<file path="src/rtl/regfile_write_arbiter_if.sv">
// regfile_write_arbiter_if: writeback requesters, decode scoreboard taps and register_file write port
interface regfile_write_arbiter_if #(
  parameter int DATA_WIDTH = 32,
  parameter int ADDR_WIDTH = 5
);
  logic                  alu_valid;
  logic [ADDR_WIDTH-1:0] alu_rd;
  logic [DATA_WIDTH-1:0] alu_data;
  logic                  alu_ready;
  logic                  mem_valid;
  logic [ADDR_WIDTH-1:0] mem_rd;
  logic [DATA_WIDTH-1:0] mem_data;
  logic                  mem_ready;
  logic                  issue_valid;
  logic [ADDR_WIDTH-1:0] issue_rd;
  logic [ADDR_WIDTH-1:0] rs1;
  logic [ADDR_WIDTH-1:0] rs2;
  logic                  stall;
  logic                  write;
  logic [ADDR_WIDTH-1:0] rd;
  logic [DATA_WIDTH-1:0] reg_write;
  modport master (
    output alu_valid, alu_rd, alu_data, mem_valid, mem_rd, mem_data,
    output issue_valid, issue_rd, rs1, rs2,
    input  alu_ready, mem_ready, stall, write, rd, reg_write
  );
  modport slave (
    input  alu_valid, alu_rd, alu_data, mem_valid, mem_rd, mem_data,
    input  issue_valid, issue_rd, rs1, rs2,
    output alu_ready, mem_ready, stall, write, rd, reg_write
  );
endinterface

</file>
<file path="src/rtl/regfile_write_arbiter.sv">
// regfile_write_arbiter: round-robin sharing of the register_file write port with a RAW pending scoreboard
module regfile_write_arbiter #(
  parameter int DATA_WIDTH = 32,
  parameter int ADDR_WIDTH = 5
) (
  input logic clk,
  input logic rst,
  regfile_write_arbiter_if.slave bus
);
  typedef enum logic {ALU, MEM} grant_t;
  grant_t last_grant, last_grant_nxt;
  logic [2**ADDR_WIDTH-1:0] pending, pending_nxt;
  logic [ADDR_WIDTH-1:0] g_rd;
  logic [DATA_WIDTH-1:0] g_data;
  logic xfer;
  // On a tie the requester not served last wins; ready only follows its own valid
  assign bus.alu_ready = !rst && bus.alu_valid && (!bus.mem_valid || last_grant == MEM);
  assign bus.mem_ready = !rst && bus.mem_valid && (!bus.alu_valid || last_grant == ALU);
  assign xfer = bus.alu_ready || bus.mem_ready;
  assign g_rd = bus.alu_ready ? bus.alu_rd : bus.mem_rd;
  assign g_data = bus.alu_ready ? bus.alu_data : bus.mem_data;
  assign bus.stall = pending[bus.rs1] | pending[bus.rs2];
  // Next round-robin owner and scoreboard update; a new reservation beats a same-edge commit
  always_comb begin
    last_grant_nxt = bus.alu_ready ? ALU : bus.mem_ready ? MEM : last_grant;
    pending_nxt = pending;
    if (bus.write) pending_nxt[bus.rd] = 1'b0;
    if (bus.issue_valid && bus.issue_rd != '0) pending_nxt[bus.issue_rd] = 1'b1;
    pending_nxt[0] = 1'b0;
  end
  // State registers; reset leaves MEM as last owner so the first tie goes to ALU
  always_ff @(posedge clk or posedge rst) begin
    if (rst) begin
      last_grant <= MEM;
      pending <= '0;
    end else begin
      last_grant <= last_grant_nxt;
      pending <= pending_nxt;
    end
  end
  // Registered write port; writes to x0 complete the handshake but never assert write
  always_ff @(posedge clk or posedge rst) begin
    if (rst) begin
      bus.write <= 1'b0;
      bus.rd <= '0;
      bus.reg_write <= '0;
    end else if (xfer) begin
      bus.write <= g_rd != '0;
      bus.rd <= g_rd;
      bus.reg_write <= g_data;
    end else begin
      bus.write <= 1'b0;
    end
  end
endmodule

</file>
<file path="src/flat_wrapper.sv">
// flat-port wrapper written by rule: the top's interface ports become plain ports
module regfile_write_arbiter_flat 
#(
  parameter int DATA_WIDTH = 32,
  parameter int ADDR_WIDTH = 5
)
  (clk, rst, bus_alu_valid, bus_alu_rd, bus_alu_data, bus_mem_valid, bus_mem_rd, bus_mem_data, bus_issue_valid, bus_issue_rd, bus_rs1, bus_rs2, bus_alu_ready, bus_mem_ready, bus_stall, bus_write, bus_rd, bus_reg_write);
  regfile_write_arbiter_if #(.DATA_WIDTH(DATA_WIDTH), .ADDR_WIDTH(ADDR_WIDTH)) bus_i ();
  input logic clk;
  input logic rst;
  input wire logic [$bits(bus_i.alu_valid)-1:0] bus_alu_valid;
  input wire logic [$bits(bus_i.alu_rd)-1:0] bus_alu_rd;
  input wire logic [$bits(bus_i.alu_data)-1:0] bus_alu_data;
  input wire logic [$bits(bus_i.mem_valid)-1:0] bus_mem_valid;
  input wire logic [$bits(bus_i.mem_rd)-1:0] bus_mem_rd;
  input wire logic [$bits(bus_i.mem_data)-1:0] bus_mem_data;
  input wire logic [$bits(bus_i.issue_valid)-1:0] bus_issue_valid;
  input wire logic [$bits(bus_i.issue_rd)-1:0] bus_issue_rd;
  input wire logic [$bits(bus_i.rs1)-1:0] bus_rs1;
  input wire logic [$bits(bus_i.rs2)-1:0] bus_rs2;
  output wire logic [$bits(bus_i.alu_ready)-1:0] bus_alu_ready;
  output wire logic [$bits(bus_i.mem_ready)-1:0] bus_mem_ready;
  output wire logic [$bits(bus_i.stall)-1:0] bus_stall;
  output wire logic [$bits(bus_i.write)-1:0] bus_write;
  output wire logic [$bits(bus_i.rd)-1:0] bus_rd;
  output wire logic [$bits(bus_i.reg_write)-1:0] bus_reg_write;
  assign bus_i.alu_valid = bus_alu_valid;
  assign bus_i.alu_rd = bus_alu_rd;
  assign bus_i.alu_data = bus_alu_data;
  assign bus_i.mem_valid = bus_mem_valid;
  assign bus_i.mem_rd = bus_mem_rd;
  assign bus_i.mem_data = bus_mem_data;
  assign bus_i.issue_valid = bus_issue_valid;
  assign bus_i.issue_rd = bus_issue_rd;
  assign bus_i.rs1 = bus_rs1;
  assign bus_i.rs2 = bus_rs2;
  assign bus_alu_ready = bus_i.alu_ready;
  assign bus_mem_ready = bus_i.mem_ready;
  assign bus_stall = bus_i.stall;
  assign bus_write = bus_i.write;
  assign bus_rd = bus_i.rd;
  assign bus_reg_write = bus_i.reg_write;
  regfile_write_arbiter #(.DATA_WIDTH(DATA_WIDTH), .ADDR_WIDTH(ADDR_WIDTH)) u_core (.clk(clk), .rst(rst), .bus(bus_i));
endmodule
</file>
<file path="config.mk">
export PLATFORM = sky130hd
export DESIGN_NAME = regfile_write_arbiter_flat
export DESIGN_NICKNAME = d
export VERILOG_FILES = /design/src/rtl/regfile_write_arbiter_if.sv /design/src/rtl/regfile_write_arbiter.sv /design/src/flat_wrapper.sv
export SDC_FILE = /design/constraint.sdc
export NUM_CORES = 1
export LEC_CHECK = 0
export CORE_ASPECT_RATIO = 0.8
export CORE_UTILIZATION = 40
export DETAILED_ROUTE_END_ITERATION = 16
export HOLD_SLACK_MARGIN = 0.1
export PLACE_DENSITY = 0.73
export SETUP_SLACK_MARGIN = 0.3
export SYNTH_ARGS = -nofsm -noshare
export SYNTH_HDL_FRONTEND = slang
export SYNTH_SLANG_ARGS = --single-unit
export TNS_END_PERCENT = 10
</file>
<file path="constraint.sdc">
create_clock -name clk -period 10.6 [get_ports clk]
set_input_delay 2.12 -clock clk [delete_from_list [all_inputs] [get_ports clk]]
set_output_delay 2.12 -clock clk [all_outputs]
set_load 0.05 [all_outputs]
</file>
==> out/qor.yml <==
run_status:
  status: "completed"
route:
  first_iter_violations: 167
  drt-total-wl_um: 10200
  antenna_left: 0
  viasPerCell: 5.49
  drc: 0
  dr.pass1.iters: 4
  vias: 3258
  wl_per_cell_um: 17.1
logic_synthesis:
  ys_seq_area_frac: 0.479
  synth_enable_flop_cells: 0
  syn_nets: 444
  synth_cells: 350
  ys.flop_type: "dfrtp_1"
  syn_area_per_cell_sq_um: 10.4
  syn_area_sq_um: 3660
  synth_seq_cells: 70
  synthArstFlopShare: 1.00
  ys_types: 36
  ys_warn_count: 0
layout:
  nFillCells: 734
  drive_gt1_frac: 0.0686
  area_delta_synth_final_pct: 45.9
  nets: 571
  antenna_cells: 0
sta:
  tightest_slew_ns: 0.894
  whs_ns: 0.477
  period_share: 0.656
  period_minus_slack_ns: 6.95
  finalSetupViolCount: 0
  max_freq_mhz: 144
  setup_tns_ns: 0
  rsz0062_at_grt: "false"
  skew_ns: 0.00625
  relSlewSlack: 0.404
  hold_viol: 0
  slew_viol_final: 0
clocking:
  root_buffer: "clkbuf_16"
  cts_resized: 0
  cts_max_level: 3
  clock_latency_ns: 0.33
  clk_pin_slew_ns: 0.06
  cts_sinks: 70
  cts_made_buffers: 9
  hold_buffers: 0
  post_cts_buffers: 0
  cts_buffer_depth: 2
  cts_tree: "yes"
setup_path:
  path_max_fanout: 9
  cp.arrival_ns: 4.83
  crit_required_ns: 8.48
  start_kind: "input port"
  path_class: "in -> out"
  reg2reg_slack_ns: 8.84
  cp-end-kind: "primary output"
global_route:
  grt_pass1_vias: 3214
  antenna_found_initial: 0
  grt_start_max_net_pins: 74
  grt.overflow.total: 0
  grtUsageTotal: 0.226
  grt_pass1_wl_um: 16300
die:
  start_util: 0.422
  rows: 30
  pin_count: 135
  die_h_um: 87.5
  core_sq_um: 8670
  die_area_sq_um: 9530
  die_x_um: 109
power_and_ir_drop:
  p_leak_nw: 2.21
  power_density_nw_per_um2: 180
  ir_worst_vdd_v: 0.0000794
place:
  detailed_place_hpwl_um: 7690
  place.gp.congestion: 0.885
  io_buffers: 134
run:
  maxCapViolCount: 0
worst_hold_path:
  min_path_type: "reg -> reg"
[cells in the mapped netlist (all sizes together), types with 3 or more instances]
cell type  number  area (sq um)
a21oi           4          20.0
buf             7          47.5
clkbuf         14          52.6
dfrtp          69          1730
inv             4          15.0
mux2            3          33.8
mux2i          40           400
mux4           14           338
nand2          44           165
nand2b          4          25.0
nand3           9          45.0
nand3b          7          52.6
nor2            5          18.8
nor2b           4          25.0
o21ai          99           495
or3b            3          26.3
[logic make-up after synthesis]
logic type             count (synthesis)  share of synthesized area
muxes                                 57                      0.211
and+or+nand+nor                       84                      0.113
buffers and inverters                 25                     0.0315
DFF                                   70                      0.479
AOI/OAI and AO/OA                    114                      0.166
[cells in the final DEF (no fill, tap or decap), types with 2 or more instances in the layout]
cell / instances
nor3b_1: 2
buf_4: 3
or3b_1: 2
a21oi_1: 4
nor2b_1: 4
clkbuf_16: 9
nand2b_1: 4
mux4_1: 6
nand2_1: 44
clkdlybuf4s50_1: 134
clkinv_2: 3
a311oi_1: 2
nor3_1: 2
inv_1: 3
mux2i_1: 40
nand3b_1: 7
o21ai_0: 97
nand3_1: 9
mux2_2: 3
clkinvlp_4: 2
nor2_1: 5
a31oi_1: 2
dfrtp_1: 69
mux4_2: 8
[layout make-up]
class,count,area [sq um],area share
Inverter,4,15.0,0.00281
Clock buffer,9,225,0.0422
Multi-Input combinational cell,255,1800,0.337
Timing Repair Buffer,137,1360,0.256
Tap cell,112,140,0.0263
Clock inverter,6,38.8,0.00727
Sequential cell,70,1750,0.328
[registers in the layout, indices dropped and copies added (netlist names)]
| register | count |
|---|---|
| u_core.bus.reg_write | 32 |
| u_core.pending | 31 |
| u_core.bus.rd | 5 |
| u_core.bus.write | 1 |
| u_core.last_grant | 1 |
[metal layers]
metal  vias to the layer above  GRT usage  wire length (um)
met5                         -          0                 0
met4                         0     0.0762               244
met3                        25     0.0688               886
met2                       149      0.357              4650
met1                      1539      0.298              4380
li1                       1545          -                 -
[final timing paths]
path | start | endpoint | cells past startpoint
hold reg to reg | u_core.bus.reg_write[7] | u_core.bus.reg_write[7] | 2
min in group asynchronous | rst | u_core.bus.reg_write[29] | 3
max in group asynchronous | rst | u_core.pending[8] | 3
setup / recovery | bus_rs1[0] | bus_stall | 7
hold / removal | u_core.bus.reg_write[7] | u_core.bus.reg_write[7] | 2
setup reg to reg | u_core.last_grant | u_core.bus.reg_write[20] | 4
[power breakdown]
group          internal [mW]  switching [mW]  leakage, nW
sequential             0.333          0.0563        0.798
combinational          0.143           0.164         1.29
clock                  0.156           0.109        0.127
[stage by stage]
| stage | total power [mW] | instances | utilization | area, sq um | setup slack [ns] |
|---|---|---|---|---|---|
| floorplan | 0.571 | 350 | - | 3660 | 3.87 |
| global placement | 0.694 | 578 | 0.585 | 5070 | 3.65 |
| CTS | 0.969 | 593 | 0.615 | 5340 | 3.62 |
| finish | 0.961 | 593 | 0.615 | 5340 | 3.65 |
| global route | 1.01 | 593 | 0.615 | 5340 | 3.44 |
| detailed placement | 0.699 | 578 | 0.585 | 5070 | 3.62 |
[worst max-delay path: stages]
cell and delay, ns:
clkdlybuf4s50_1 0.81, mux4_2 0.56, mux2_2 0.27, a21oi_1 0.15, a41o_1 0.11, nand3_1 0.09, clkdlybuf4s50_1 0.71
Power figures use the tool's default switching activity.
